**src/rtl/switch_rst_pkg.sv**
```systemverilog
// Shared state encoding and default timing for the switch reset sequencer.
// Defaults match the stock switch build; override per instance if needed.
package switch_rst_pkg;

  typedef enum logic [1:0] {
    RUN       = 2'd0,
    ASSERT    = 2'd1,
    REL_CORE  = 2'd2,
    REL_PORTS = 2'd3
  } rst_state_e;

  localparam int NUM_PORTS_DEF   = 4;
  localparam int FILT_CYC_DEF    = 4;
  localparam int HOLD_CYC_DEF    = 16;
  localparam int STAGGER_CYC_DEF = 2;
  localparam int CNT_W_DEF       = 8;

endpackage

```
**src/rtl/rst_sync_filter.sv**
```systemverilog
// Two-flop synchroniser and low-level glitch filter for the raw reset request.
// hw_trig is a one-cycle pulse in the cycle the filter count reaches FILT_CYC; no backpressure.
module rst_sync_filter
  import switch_rst_pkg::*;
#(
  parameter int FILT_CYC = FILT_CYC_DEF
) (
  input  logic clk,
  input  logic rst,
  input  logic rst_n_req,
  output logic hw_trig,
  output logic synced_n
);

  localparam int FW = $clog2(FILT_CYC + 1);

  logic          s1_q, s1_d;
  logic          s2_q, s2_d;
  logic [FW-1:0] cnt_q, cnt_d;

  always_comb begin
    s1_d  = rst_n_req;
    s2_d  = s1_q;
    cnt_d = cnt_q;
    if (s2_q) begin
      cnt_d = '0;
    end else if (cnt_q != FW'(FILT_CYC)) begin
      cnt_d = cnt_q + 1'b1;
    end
  end

  // Count saturates at FILT_CYC, so a held-low request fires exactly once.
  assign hw_trig  = !s2_q && (cnt_q == FW'(FILT_CYC - 1));
  assign synced_n = s2_q;

  always_ff @(posedge clk) begin
    if (rst) begin
      s1_q  <= 1'b1;
      s2_q  <= 1'b1;
      cnt_q <= '0;
    end else begin
      s1_q  <= s1_d;
      s2_q  <= s2_d;
      cnt_q <= cnt_d;
    end
  end

endmodule

```
**src/rtl/rst_sequencer.sv**
```systemverilog
// Reset sequencer: holds core reset >= HOLD_CYC, then releases core and ports staggered.
// Outputs are registered from the current state, one edge after a trigger; no backpressure.
module rst_sequencer
  import switch_rst_pkg::*;
#(
  parameter int NUM_PORTS   = NUM_PORTS_DEF,
  parameter int FILT_CYC    = FILT_CYC_DEF,
  parameter int HOLD_CYC    = HOLD_CYC_DEF,
  parameter int STAGGER_CYC = STAGGER_CYC_DEF,
  parameter int CNT_W       = CNT_W_DEF
) (
  input  logic                 clk,
  input  logic                 rst,
  input  logic                 rst_n_req,
  input  logic                 sw_rst_req,
  output logic                 rst_n_core,
  output logic [NUM_PORTS-1:0] rst_n_port,
  output logic                 rst_active,
  output logic [CNT_W-1:0]     rst_cnt
);

  localparam int HW      = $clog2(HOLD_CYC + 1);
  localparam int SW      = $clog2(STAGGER_CYC * NUM_PORTS + 1);
  localparam int STG_END = STAGGER_CYC * NUM_PORTS;

  logic                 hw_trig;
  logic                 synced_n;
  logic                 trig;

  rst_state_e           state_q, state_d;
  logic [HW-1:0]        hold_q, hold_d;
  logic [SW-1:0]        stg_q, stg_d;
  logic                 core_q, core_d;
  logic [NUM_PORTS-1:0] port_q, port_d;
  logic                 active_q, active_d;
  logic [CNT_W-1:0]     cnt_q, cnt_d;

  rst_sync_filter #(
    .FILT_CYC (FILT_CYC)
  ) u_sync_filter (
    .clk       (clk),
    .rst       (rst),
    .rst_n_req (rst_n_req),
    .hw_trig   (hw_trig),
    .synced_n  (synced_n)
  );

  assign trig = hw_trig | sw_rst_req;

  always_comb begin
    state_d = state_q;
    hold_d  = hold_q;
    stg_d   = '0;
    core_d  = 1'b1;
    port_d  = '1;
    cnt_d   = cnt_q;

    if (trig && (cnt_q != {CNT_W{1'b1}})) begin
      cnt_d = cnt_q + 1'b1;
    end

    case (state_q)
      RUN: begin
        if (trig) begin
          state_d = ASSERT;
          hold_d  = '0;
        end
      end
      ASSERT: begin
        core_d = 1'b0;
        port_d = '0;
        if (trig) begin
          hold_d = '0;
        end else begin
          if (hold_q != HW'(HOLD_CYC)) begin
            hold_d = hold_q + 1'b1;
          end
          // Never release while the request is still held low.
          if ((hold_q >= HW'(HOLD_CYC - 1)) && synced_n) begin
            state_d = REL_CORE;
          end
        end
      end
      REL_CORE, REL_PORTS: begin
        // stg_q counts edges since entering REL_CORE; the core rose one edge later.
        stg_d = (stg_q == SW'(STG_END)) ? stg_q : stg_q + 1'b1;
        for (int i = 0; i < NUM_PORTS; i++) begin
          port_d[i] = (stg_q >= SW'(STAGGER_CYC * (i + 1)));
        end
        if (trig) begin
          state_d = ASSERT;
          hold_d  = '0;
        end else if (stg_q >= SW'(STG_END)) begin
          state_d = RUN;
        end else if ((state_q == REL_CORE) && (stg_q >= SW'(STAGGER_CYC))) begin
          state_d = REL_PORTS;
        end
      end
      default: begin
        state_d = ASSERT;
        hold_d  = '0;
        core_d  = 1'b0;
        port_d  = '0;
      end
    endcase

    active_d = !(core_d && (&port_d));
  end

  always_ff @(posedge clk) begin
    if (rst) begin
      state_q  <= ASSERT;
      hold_q   <= '0;
      stg_q    <= '0;
      core_q   <= 1'b0;
      port_q   <= '0;
      active_q <= 1'b1;
      cnt_q    <= '0;
    end else begin
      state_q  <= state_d;
      hold_q   <= hold_d;
      stg_q    <= stg_d;
      core_q   <= core_d;
      port_q   <= port_d;
      active_q <= active_d;
      cnt_q    <= cnt_d;
    end
  end

  assign rst_n_core = core_q;
  assign rst_n_port = port_q;
  assign rst_active = active_q;
  assign rst_cnt    = cnt_q;

endmodule
```
**config.mk**
```make
export PLATFORM = sky130hd
export DESIGN_NAME = rst_sequencer
export DESIGN_NICKNAME = d
export VERILOG_FILES = /design/src/rtl/switch_rst_pkg.sv /design/src/rtl/rst_sync_filter.sv /design/src/rtl/rst_sequencer.sv
export SDC_FILE = /design/constraint.sdc
export NUM_CORES = 1
export LEC_CHECK = 0
export ABC_AREA = 0
export CAP_MARGIN = 20
export CELL_PAD_IN_SITES_DETAIL_PLACEMENT = 1
export CELL_PAD_IN_SITES_GLOBAL_PLACEMENT = 1
export CORE_MARGIN = 5
export CORE_UTILIZATION = 43
export CTS_BUF_LIST = sky130_fd_sc_hd__clkbuf_4
export CTS_CLUSTER_DIAMETER = 200
export DETAILED_ROUTE_END_ITERATION = 7
export PLACE_DENSITY_LB_ADDON = 0.1
export SLEW_MARGIN = 20
export SYNTH_ARGS = -nofsm -noshare
export SYNTH_HDL_FRONTEND = slang
export SYNTH_HIERARCHICAL = 1
export SYNTH_SLANG_ARGS = --single-unit
```
**constraint.sdc**
```tcl
create_clock -name clk -period 2.2 [get_ports clk]
set_clock_uncertainty 0.1 [all_clocks]
set_input_delay 0.33 -clock clk [delete_from_list [all_inputs] [get_ports clk]]
set_output_delay 0.33 -clock clk [all_outputs]
set_load 0.01 [all_outputs]
```
* Word level (Yosys, flattened, before mapping)
Index checks and enable logic that the tools add are counted.
** Word-level totals
- Bits in registers :: 30
** Cells by class
- Add/subtract/negate cells :: 4
- Order comparisons :: 5
- Equality and inequality tests :: 14
- Muxes and demuxes :: 13
- Bitwise operators :: 2
- Reduce and logical (&&, ||, !) cells :: 15
** Operators with widths (count)
- 5-bit 2-to-1 mux :: 3
- 2-bit 2-to-1 mux :: 6
- 5-bit case mux with 2 select lines :: 1
- 8-bit by 1-bit adder with 8-bit output (second input constant) :: 1
- 4-bit by 3-bit greater-or-equal comparator with 1-bit output (second input constant) :: 2
- 8-bit inequality test (second input constant) :: 1
- 4-bit case mux with 2 select lines :: 1
- 4-bit AND reduction :: 2
- 2-bit inequality test (second input constant) :: 3
- 3-bit inequality test (second input constant) :: 2
- 2-bit case mux with 3 select lines :: 1
- 2-bit OR reduction :: 3
- 5-bit by 1-bit adder with 5-bit output (second input constant) :: 1
- 5-bit by 4-bit greater-or-equal comparator with 1-bit output (second input constant) :: 1
- 1-bit logical AND :: 5
- 5-bit inequality test (second input constant) :: 1
- 4-bit by 1-bit adder with 4-bit output (second input constant) :: 1
- 2-bit == test (second input constant) :: 2
- 4-bit == test (second input constant) :: 1
- 4-bit by 2-bit greater-or-equal comparator with 1-bit output (second input constant) :: 1
- 4-bit greater-or-equal comparator (second input constant) :: 1
- 4-bit inequality test (second input constant) :: 1
- 3-bit by 1-bit adder with 3-bit output (second input constant) :: 1
- 3-bit by 2-bit == test with 1-bit output (second input constant) :: 1
- other kinds (9) :: 10

* Longest topological paths before layout
- Depth in word-level cells :: 6
- Gate-level depth with buffers :: 6

* Modules after synthesis
Netlist, hierarchy kept.
** Modules (own cells, without submodules)
- rst_sequencer :: times used 1, cells an instance 123, area each 1169.9 µm², sequential area each 500.5 µm²
- rst_sync_filter :: times used 1, cells an instance 23, area each 234.0 µm², sequential area each 100.1 µm²

* Worst setup path after synthesis
Ideal clock, no wire load.
- Path type :: register -> register
- Start point :: register u_sync_filter.cnt_q[0]
- End point :: register cnt_q[4], in the netlist rst_cnt[4]
- Library setup time :: 0.121 ns
- Data arrival time :: 1.577 ns
- Required time :: 1.979 ns
- Slack :: 0.402 ns
- Stages on the path, launching flop included :: 7
- Buffers on the path :: 0
- Clock period less this slack :: 1.798 ns
- Cell sequence :: dfxtp_1 -> ha_1 -> ha_1 -> nor2b_1 -> o211ai_1 -> a211oi_2 -> mux2_4
** Between the ends
- Cells in the longest elaborated chain, start to end :: 4
** RTL lines
- start: declaration :: RTL line rst_sync_filter.sv:19 : logic [FW-1:0] cnt_q, cnt_d;
- start signal: assignment :: RTL line rst_sync_filter.sv:44 : cnt_q <= cnt_d;
- 3-bit by 2-bit == test with 1-bit output :: RTL line rst_sync_filter.sv:33 : assign hw_trig = !s2_q && (cnt_q == FW'(FILT_CYC - 1));
- 1-bit logical AND :: RTL line rst_sync_filter.sv:33
- net hw_trig :: RTL line rst_sequencer.sv:26 : logic hw_trig;
- 1-bit bitwise OR :: RTL line rst_sequencer.sv:48 : assign trig = hw_trig | sw_rst_req;
- 1-bit logical AND :: RTL line rst_sequencer.sv:58 : if (trig && (cnt_q != {CNT_W{1'b1}})) begin
- end signal: assignment :: RTL line rst_sequencer.sv:126 : cnt_q <= cnt_d;
- end: declaration :: RTL line rst_sequencer.sv:36 : logic [CNT_W-1:0] cnt_q, cnt_d;
The timed path passes the listed nets, and every way through them passes these cells.
A chain may end at the register's enable or synchronous reset.

* Worst setup path after layout
Same ends and word-level chain as after synthesis.

==> out/metrics.csv <==
stage;metric;value;unit
sta;slew_headroom;59.8;%
run;maxCapViolCount;0;
clock_tree;cts_tree;built;
sta;timing.final.crit_share;90.0;%
clock_tree;clk_path_buf_depth;2;
worst_setup_path;start_kind;flip-flop;
global_route;grt-ovfl-total;0;
cells_and_area;seqCellArea;601;µm²
clock_tree;htree_levels;2;
sta;finalSetupViolations;0;
worst_setup_path;crit_fanout;4;
floorplanning;start_util;45.2;%
cells_and_area;fillers;380;
synthesis;mappedNetlistArea;0.00140;mm²
floorplanning;die_y;67.1;µm
clock_tree;post_cts_buffers;0;
worst_setup_path;arrival;2110;ps
outcome;status;finished, final reports clean;
floorplanning;rows;20;
route;routedWlPerCell;14.1;µm
worst_hold_path;hp-class;flip-flop to flip-flop;
place;portBuffers;17;
sta;holdWs;330;ps
route;drc;0;
sta;drv_slew;0;
clock_tree;cts.reportedPaths.clkPinSlew;100;ps
floorplanning;dieArea;0.00451;mm²
cells_and_area;num_antenna_cells;0;
sta;max_clock_freq;0.505;GHz
clock_tree;clock_latency;330;ps
route;avgViaCountPerCell;5.40;
route;route.final.wire_length;3010;µm
global_route;grt_pass1_vias;1150;
cells_and_area;mostFrequentLayoutCell;dfxtp_1;
worst_setup_path;endpoint_kind;flip-flop;
cells_and_area;multi_input_area;748;µm²
route;firstDrtPassIters;4;
clock_tree;numCtsBuffers;5;
pwr;powerDensity;560;mW/mm²
pwr;vdd_drop_max;303;µV
place;place_area;0.00163;mm²
floorplanning;ios;18;
synthesis;synth_ff_type;dfxtp_1;
global_route;track_usage;15.7;%
worst_setup_path;setup.worst_path.class;flip-flop to flip-flop;
pwr;p_leak;0.000638;µW
synthesis;yosys_warnings;6;
floorplanning;fp.dieW;67.1;µm
cells_and_area;area_growth;19.7;%
cells_and_area;stdcell_area;0.00168;mm²
synthesis;async_flop_share;0;%
synthesis;ys_seq_area_share;42.8;%
clock_tree;cts-root-buf;clkbuf_4;
sta;worstMarginPinSlew;601;ps
sta;hold_viol;0;
sta;tns;0;ps
clock_tree;numClockSinks;30;
floorplanning;core;0.00310;mm²
synthesis;syn-num-nets;159;
global_route;grt_pass1_wl;5330;µm
cells_and_area;layout-drive-gt1-share;14.7;%
synthesis;ys_types;46;
route;dr_total_vias;1156;
global_route;grt_max_degree;10;
synthesis;synth-seq-cells;30;
route;drtIter0Drc;38;
global_route;antenna_found_initial;0;
sta;rsz0062_at_grt;false;
cells_and_area;final_cell_mix;dfxtp_1, clkdlybuf4s50_1, nor2_1, inv_1, ha_1;
route;ant_nets;0;
place;dpl.hpwl;2220;µm
synthesis;synth-edff-count;0;
sta;period_needed;1980;ps
clock_tree;cts_resized;0;
synthesis;synth.avg_cell_area;9.62;µm²
clock_tree;postCtsHoldBufs;0;
worst_setup_path;cp.required;2330;ps
cells_and_area;final_nets;182;
place;place_congestion;0.819;
synthesis;synthCells;146;
## synth_stat cells (3+ instances only)
| cell | count | share of area [%] |
|---|---|---|
| nand2_1 | 7 | 1.9 |
| nand2b_1 | 3 | 1.3 |
| ha_1 | 9 | 8.0 |
| nor2b_1 | 4 | 1.8 |
| a21oi_2 | 5 | 3.1 |
| a21oi_1 | 7 | 2.5 |
| nor2_1 | 12 | 3.2 |
| inv_1 | 10 | 2.7 |
| dfxtp_1 | 30 | 43 |
| o21ai_0 | 5 | 1.8 |
| nand3_1 | 7 | 2.5 |
| mux2_4 | 3 | 3.2 |
## path summary, 6_finish.rpt
| path | cells past startpoint | slack [ps] | start | end |
|---|---|---|---|---|
| worst max register to register | 6 | 220 | u_sync_filter/cnt_q[0] | rst_cnt[4] |
| worst min-delay path | 1 | 330 | u_sync_filter/s1_q | u_sync_filter/synced_n |
| worst max-delay path | 6 | 220 | u_sync_filter/cnt_q[0] | rst_cnt[4] |
| worst min register to register | 1 | 330 | u_sync_filter/s1_q | u_sync_filter/synced_n |
## per-stage QoR
stage	cells	setup WS [ps]	total power, µW	util (%)
2_1_floorplan	146	402	599	-
3_3_place_gp	206	311	620	52.4
3_5_place_dp	206	250	624	52.4
4_1_cts	214	232	946	54.2
5_1_grt	214	81.1	984	54.2
6_report	214	220	941	54.2
## cell type report
class                      count  area share (%)
multi-input combinational    102            44.5
sequential                    30            35.7
timing repair buffer          18            10.6
tap                           44            3.28
clock buffer                   6            2.68
inverter                      12            2.68
clock inverter                 2           0.521
## power by group
group / internal [µW] / switching [µW] / leakage, µW / total [µW]
logic: 26.1 / 24.9 / 0.000362 / 50.9
clock network: 132 / 199 / 0.0000331 / 331
registers: 551 / 8.91 / 0.000243 / 559
## cell families (layout without fill, tap and decap cells)
family,after synthesis,in the layout,share of synthesized area (%)
AO/OA/AOI/OAI,36,36,19.3
AND/OR/NAND/NOR,50,50,20.1
adder cells (fa/ha/maj),9,9,8.02
multiplexers,5,5,4.63
buffers and inverters,14,38,3.92
XOR/XNOR,2,2,1.25
flip-flops,30,30,42.8
## layer usage
metal  part of all wire, %  track usage [%]  wire length, µm  vias to the layer above
met3                   5.2             5.66              157                        4
met1                    46             18.5             1400                      555
met2                    47             26.4             1430                       25
met4                  0.90             5.32               27                        0
met5                     0                0                0                        -
li1                      -                -                -                      572
## registers in the layout, indices dropped and copies added, names as in the netlist
register / flops
u_sync_filter/cnt_q: 3
hold_q: 5
rst_cnt: 8
rst_active: 1
rst_n_port: 4
u_sync_filter/s1_q: 1
rst_n_core: 1
state_q: 2
u_sync_filter/synced_n: 1
stg_q: 4
## worst max-delay path, stage by stage, from the launching register on
cell	delay, ps
dfxtp_1	390
ha_1	170
ha_1	120
nor2b_1	280
o211ai_1	210
a211oi_2	290
mux2_4	320
Power figures use the tool's default switching activity.
